## config.mk

```make
export PLATFORM = sky130hd
export DESIGN_NAME = exp7_unidade_controle
export DESIGN_NICKNAME = d
export VERILOG_FILES = /design/src/rtl/exp7_unidade_controle.sv
export SDC_FILE = /design/constraint.sdc
export NUM_CORES = 1
export LEC_CHECK = 0
export CAP_MARGIN = 20
export CORE_ASPECT_RATIO = 1.1
export CORE_UTILIZATION = 36
export DETAILED_ROUTE_END_ITERATION = 10
export GPL_ROUTABILITY_DRIVEN = 1
export GPL_TIMING_DRIVEN = 0
export PLACE_DENSITY = 0.75
export SKIP_CTS_REPAIR_TIMING = 1
export SLEW_MARGIN = 30
export SYNTH_ARGS = -nofsm -noshare
export SYNTH_HDL_FRONTEND = slang
export SYNTH_SLANG_ARGS = --single-unit
```

## constraint.sdc

```tcl
create_clock -name clock -period 1.6 [get_ports clock]
set_input_delay 0.16 -clock clock [delete_from_list [all_inputs] [get_ports clock]]
set_output_delay 0.16 -clock clock [all_outputs]
set_load 0.01 [all_outputs]
```

## src/rtl/exp7_unidade_controle.sv

```systemverilog
// exp7_unidade_controle -- Moore control unit for the exp7 memory game.
// Sequences replay, play checking, RAM append and round advance over the
// exp7_fluxo_dados datapath. All controls are decoded from the state register.
// Optional feature: define UC_TIMEOUT_EN to make the play wait states honour
// the timeout input (loss with db_timeout=1). Without it the waits ignore
// timeout, although contaT is still asserted while waiting.
module exp7_unidade_controle (
  input  logic       clock,
  input  logic       reset,
  input  logic       iniciar,
  input  logic       jogada_feita,
  input  logic       jogada_correta,
  input  logic       enderecoIgualRodada,
  input  logic       fimL,
  input  logic       timeout,
  input  logic       halfsec_reach,
  input  logic       twosec_reach,
  output logic       zeraCR,
  output logic       zeraE,
  output logic       contaCR,
  output logic       contaE,
  output logic       limpaRC,
  output logic       registraRC,
  output logic       zeraLeds,
  output logic       registraLeds,
  output logic       contaT,
  output logic       contaL,
  output logic       led_selector,
  output logic       led_turn_off,
  output logic       ram_enable,
  output logic       pronto,
  output logic       ganhou,
  output logic       perdeu,
  output logic       db_timeout,
  output logic [4:0] db_estado
);

`ifdef UC_TIMEOUT_EN
  localparam logic TMO_EN = 1'b1;
`else
  localparam logic TMO_EN = 1'b0;
`endif

  typedef enum logic [4:0] {
    INICIAL          = 5'h00,
    PREPARACAO       = 5'h01,
    INICIO_RODADA    = 5'h02,
    MOSTRA_LED       = 5'h03,
    APAGA_LED        = 5'h04,
    PROXIMO_LED      = 5'h05,
    FIM_EXIBICAO     = 5'h06,
    ESPERA_JOGADA    = 5'h07,
    REGISTRA         = 5'h08,
    COMPARA          = 5'h09,
    PROXIMA_JOGADA   = 5'h0A,
    PROXIMA_ESCRITA  = 5'h0B,
    ESPERA_ESCRITA   = 5'h0C,
    REGISTRA_ESCRITA = 5'h0D,
    ESCREVE          = 5'h0E,
    PROXIMA_RODADA   = 5'h0F,
    GANHOU           = 5'h10,
    PERDEU           = 5'h11
  } estado_t;

  estado_t state_q, state_d;
  logic    db_timeout_q, db_timeout_d;

  // A timeout only counts when the feature is built in and no play arrived
  // in the same cycle (a play always wins the race).
  logic tmo_hit;
  assign tmo_hit = TMO_EN & timeout & ~jogada_feita;

  // State and timeout-cause flag registers.
  always_ff @(posedge clock or negedge reset) begin
    if (!reset) begin
      state_q      <= INICIAL;
      db_timeout_q <= 1'b0;
    end else begin
      state_q      <= state_d;
      db_timeout_q <= db_timeout_d;
    end
  end

  // Next-state selection; unused codes fall back to inicial.
  always_comb begin
    state_d = state_q;
    case (state_q)
      INICIAL, GANHOU, PERDEU: if (iniciar) state_d = PREPARACAO;
      PREPARACAO:    state_d = INICIO_RODADA;
      INICIO_RODADA: state_d = MOSTRA_LED;
      MOSTRA_LED:
        if (twosec_reach) state_d = enderecoIgualRodada ? FIM_EXIBICAO : APAGA_LED;
      APAGA_LED:     if (halfsec_reach) state_d = PROXIMO_LED;
      PROXIMO_LED:   state_d = MOSTRA_LED;
      FIM_EXIBICAO:  state_d = ESPERA_JOGADA;
      ESPERA_JOGADA: begin
        if (jogada_feita) state_d = REGISTRA;
        else if (tmo_hit) state_d = PERDEU;
      end
      REGISTRA:      state_d = COMPARA;
      COMPARA: begin
        if (!jogada_correta)           state_d = PERDEU;
        else if (!enderecoIgualRodada) state_d = PROXIMA_JOGADA;
        else if (fimL)                 state_d = GANHOU;
        else                           state_d = PROXIMA_ESCRITA;
      end
      PROXIMA_JOGADA:  state_d = ESPERA_JOGADA;
      PROXIMA_ESCRITA: state_d = ESPERA_ESCRITA;
      ESPERA_ESCRITA: begin
        if (jogada_feita) state_d = REGISTRA_ESCRITA;
        else if (tmo_hit) state_d = PERDEU;
      end
      REGISTRA_ESCRITA: state_d = ESCREVE;
      ESCREVE:          state_d = PROXIMA_RODADA;
      PROXIMA_RODADA:   state_d = INICIO_RODADA;
      default:          state_d = INICIAL;
    endcase
  end

  // Timeout flag: set on a timeout-driven entry into perdeu, cleared as a
  // new game enters preparacao.
  always_comb begin
    db_timeout_d = db_timeout_q;
    if (state_d == PREPARACAO)
      db_timeout_d = 1'b0;
    else if ((state_q == ESPERA_JOGADA || state_q == ESPERA_ESCRITA) && tmo_hit)
      db_timeout_d = 1'b1;
  end

  // Moore output decode.
  always_comb begin
    zeraCR       = 1'b0;
    zeraE        = 1'b0;
    contaCR      = 1'b0;
    contaE       = 1'b0;
    limpaRC      = 1'b0;
    registraRC   = 1'b0;
    zeraLeds     = 1'b0;
    registraLeds = 1'b0;
    contaT       = 1'b0;
    contaL       = 1'b0;
    led_selector = 1'b0;
    led_turn_off = 1'b0;
    ram_enable   = 1'b0;
    pronto       = 1'b0;
    ganhou       = 1'b0;
    perdeu       = 1'b0;
    case (state_q)
      PREPARACAO: begin
        zeraCR   = 1'b1;
        zeraE    = 1'b1;
        limpaRC  = 1'b1;
        zeraLeds = 1'b1;
      end
      INICIO_RODADA: zeraE = 1'b1;
      MOSTRA_LED: begin
        led_selector = 1'b1;
        registraLeds = 1'b1;
        contaL       = 1'b1;
      end
      APAGA_LED: begin
        led_turn_off = 1'b1;
        contaL       = 1'b1;
      end
      PROXIMO_LED: contaE = 1'b1;
      FIM_EXIBICAO: begin
        zeraE    = 1'b1;
        zeraLeds = 1'b1;
      end
      ESPERA_JOGADA, ESPERA_ESCRITA: contaT = 1'b1;
      REGISTRA, REGISTRA_ESCRITA:    registraRC = 1'b1;
      PROXIMA_JOGADA, PROXIMA_ESCRITA: begin
        contaE  = 1'b1;
        limpaRC = 1'b1;
      end
      ESCREVE:        ram_enable = 1'b1;
      PROXIMA_RODADA: contaCR = 1'b1;
      GANHOU: begin
        pronto = 1'b1;
        ganhou = 1'b1;
      end
      PERDEU: begin
        pronto = 1'b1;
        perdeu = 1'b1;
      end
      default: ;
    endcase
  end

  assign db_timeout = db_timeout_q;
  assign db_estado  = state_q;

endmodule

```

==> parameters.txt <==
Parameter                              Value

Global route
  Maximum number of pins on one net before global-route repair    11
  Total global-route track usage    between 10% and 20%
  Global-route wire length before repair    roughly 2800 um
  Initial antenna violation count    0
  Via count of the first global-routing pass    a little under 700
  Remaining Overflow, GRT    0

Floorplanning
  Number of top-level design ports    32
  Row Count    15
  Floorplan core area    approximately 1600 um2
  Starting utilization of the core area    around two fifths
  Die outline height    roughly 47 um
  Width of the die    42.8 um
  Die area    2010 um2

STA
  Final critical path time including I/O delays and setup    ~1.8 ns
  Worst Hold Margin    approximately 0.14 ns
  Hold Vio Cnt, Final    0
  Setup repair after global routing missed its margin    yes
  Number of endpoints failing setup at the final stage    16
  Post-route clock skew    around 0.0014 ns
  Final Max Slew Viols    0
  Final worst-path cycle share    114%
  Worst Setup Slack, final    -0.229 ns
  Highest clock frequency the design can meet    around 550 MHz

Yosys
  Syn Std Cell Area    approximately 660 um2
  Mean Syn Cell Area    approximately 6.9 um2
  Post-synth net total    ~110
  Register bit count reported by yosys    5
  Yosys warnings    0
  Sequential share of the synthesized area    19.0%
  Most common cell in the netlist    sky130_fd_sc_hd__nor2_1
  Synth cell types    39
  Cells taking the most area after synthesis    sky130_fd_sc_hd__dfrtp_1 (19%), sky130_fd_sc_hd__nor2_1 (8.5%), sky130_fd_sc_hd__nand2b_1 (6.6%)
  Gate Count Post-Synth    96
  Area share of the largest cell type after synthesis    between 10% and 20%
  Yosys top cell by area    sky130_fd_sc_hd__dfrtp_1
  Number of enable flip-flop cells after synthesis    0
  Flip-flop cell with the highest count after synthesis    sky130_fd_sc_hd__dfrtp_1
  Leading post-synthesis cells by instance count    sky130_fd_sc_hd__nor2_1 (15), sky130_fd_sc_hd__nand2b_1 (7)
  Async set or reset register ratio after synthesis    between 90% and 100%

Power and ir drop
  Internal power component    approximately 1.4 mW
  Worst voltage drop across the vdd grid    around 1100 uV
  P per Cell Area    about 2100 nW/um2
  LEAKAGE    between 0.5 and 0.6 nW
  Net switching fraction of the power    a little under half
  Combinational power share    83.9%
  Share of total power in sequential cells    a little over a tenth
  Clock group share of total power    under 10%
  Net switching power    approximately 1.2 mW

Detailed routing
  Routed length per placed instance    about 16 um
  Via density per instance    5.71
  Starting DRT DRC Count    17
  Number of remaining DRC errors    0
  Post-route ant nets    0
  Routed via count    between 900 and 1000
  Pre-antenna DRT Iters    4
  Total Routed Length    approximately 2500 um

Critical path
  Signal arrival time at the worst endpoint    just under 2 ns
  Cell Chain, Critical Path    buf_4 > nor2_4 > or4b_4 > and4_4 > mux2_4
  Start of the worst register-to-register path    db_estado[2]$_DFFE_PN0P_
  Type of the setup path with the least slack    reg -> reg
  Reg2reg path depth    5
  Worst-path fanout max    4
  Library cell contributing the largest single delay on the critical path    sky130_fd_sc_hd__or4b_4
  Capture point of the worst reg-to-reg path    db_estado[1]$_DFFE_PN0P_
  Largest stage delay, worst path    around 0.48 ns
  Startpoint type of the worst setup path    flip-flop
  Register-to-register path setup slack    -0.23 ns
  Required time reported for the critical path endpoint    between 1.5 and 2 ns
  Type of destination of the critical path    flip-flop

Clock network
  TritonCTS clock tree    done
  Clock latency reported for the late side of the worst-skew pair    ~0.24 ns
  Inserted Clock Buffers    3
  Clk root buf    sky130_fd_sc_hd__clkbuf_4
  CTS sink cnt    5
  # H-tree levels    1
  Clock-pin slew of the registers on the worst-case setup and hold paths    approximately 0.050 ns
  Largest buffer count on any clock path    2

Cells and area
  Antenna diode count    0
  Number of flip-flops under the largest register name    5
  Number of nets in the layout    approximately 150
  FILL cells    approximately 130
  Growth of design area from synthesis to finish    84.8%
  Share of post-route cells with drive strength above 1    between 40 and 50%

Run
  Total of max-cap violations    0

Worst hold path
  Hold WC Path Type    in -> async

Status
  Status    finished, violations left
  Violated checks    negative setup slack

Place
  Final GP Congestion    ~0.83
  Count of port buffers added during placement    29
  HPWL after detailed placement    roughly 1400 um
  Worst slack at placement    -0.579 ns
-- worst max-delay path by stage --
stage | startpoint | to | slack, ns | depth (start not counted)
6_report | db_estado[2]$_DFFE_PN0P_ | db_estado[1]$_DFFE_PN0P_ | -0.23 | 5
3_5_place_dp | db_estado[2]$_DFFE_PN0P_ | zeraLeds | -0.58 | 6
4_1_cts | db_estado[2]$_DFFE_PN0P_ | zeraLeds | -0.84 | 6
2_1_floorplan | db_estado[4]$_DFFE_PN0P_ | db_estado[1]$_DFFE_PN0P_ | -0.07 | 4
3_3_place_gp | db_estado[2]$_DFFE_PN0P_ | zeraLeds | -0.58 | 6
5_1_grt | db_estado[2]$_DFFE_PN0P_ | registraRC | -0.28 | 6
-- kinds of logic (layout without fill, tap and decap cells) --
kind of cell	Yosys count	after routing	synth area share [%]
compound gates	21	21	21.4
xor+xnor	2	2	2.66
buf+inv	14	60	10.1
flops	5	5	19.0
mux	1	1	2.28
other cells	1	1	0.569
simple gates	52	52	44.0
-- power groups by stage --
| stage | registers (mW) | clock network (mW) | logic (mW) |
|---|---|---|---|
| after detailed placement | 0.242 | 0 | 1.64 |
| after global placement | 0.242 | 0 | 1.63 |
| after CTS | 0.241 | 0.149 | 1.65 |
| after global routing | 0.275 | 0.163 | 2.34 |
| after floorplan | 0.258 | 0 | 0.999 |
| final | 0.271 | 0.151 | 2.20 |
-- layer usage --
layer | vias up | routed length [um] | track usage [%]
met5 | - | 0 | 0
met4 | 0 | 34 | 5.63
met3 | 4 | 76 | 3.85
met2 | 28 | 1300 | 30.0
met1 | 442 | 1080 | 24.8
li1 | 434 | - | -
-- cells in the final DEF (no fill, tap or decap), types with 2 or more instances in the layout --
cell type                         instances
sky130_fd_sc_hd__buf_4                   14
sky130_fd_sc_hd__clkdlybuf4s50_1         13
sky130_fd_sc_hd__buf_6                   11
sky130_fd_sc_hd__buf_2                    9
sky130_fd_sc_hd__nor2_1                   8
sky130_fd_sc_hd__nand2b_1                 7
sky130_fd_sc_hd__nor2_2                   5
sky130_fd_sc_hd__nand2_1                  5
sky130_fd_sc_hd__a21oi_1                  5
sky130_fd_sc_hd__nand3_1                  4
sky130_fd_sc_hd__clkbuf_4                 3
sky130_fd_sc_hd__dfrtp_2                  3
sky130_fd_sc_hd__clkbuf_2                 3
sky130_fd_sc_hd__dlymetal6s2s_1           3
sky130_fd_sc_hd__inv_1                    2
sky130_fd_sc_hd__nor2_4                   2
sky130_fd_sc_hd__nor3_1                   2
sky130_fd_sc_hd__nor2b_2                  2
sky130_fd_sc_hd__a21boi_1                 2
sky130_fd_sc_hd__xor2_1                   2
sky130_fd_sc_hd__nor3b_1                  2
sky130_fd_sc_hd__o31ai_1                  2
sky130_fd_sc_hd__a31oi_1                  2
sky130_fd_sc_hd__dfrtp_1                  2
-- stage by stage --
| stage | power, mW | cell area, um2 | std cells | util, % | TNS [ns] |
|---|---|---|---|---|---|
| 2_1_floorplan | 1.26 | 672 | 96 | - | -0.0697 |
| 3_3_place_gp | 1.87 | 983 | 142 | 60.2 | -5.97 |
| 3_5_place_dp | 1.88 | 983 | 142 | 60.2 | -6.09 |
| 4_1_cts | 2.04 | 1010 | 146 | 61.8 | -10.36 |
| 5_1_grt | 2.78 | 1220 | 159 | 74.6 | -2.55 |
| 6_report | 2.62 | 1220 | 159 | 74.6 | -1.45 |
-- worst max-delay path, delay by kind of cell, from the launching register on --
kind                   cells  cell delay, ns
muxes                      1            0.29
buffers and inverters      1            0.16
DFF                        1            0.42
and+or+nand+nor            3            0.83
-- final cells by class --
class,instances,area [um2],area share [%]
multi-input cells,77,563,46.2
repair buffers,42,344,28.2
flip-flops and latches,5,129,10.6
plain buffers,12,128,10.5
clock buffers,4,26.3,2.16
well taps,17,21.3,1.75
inverters,2,7.51,0.616
(Power assumes the default switching activity.)
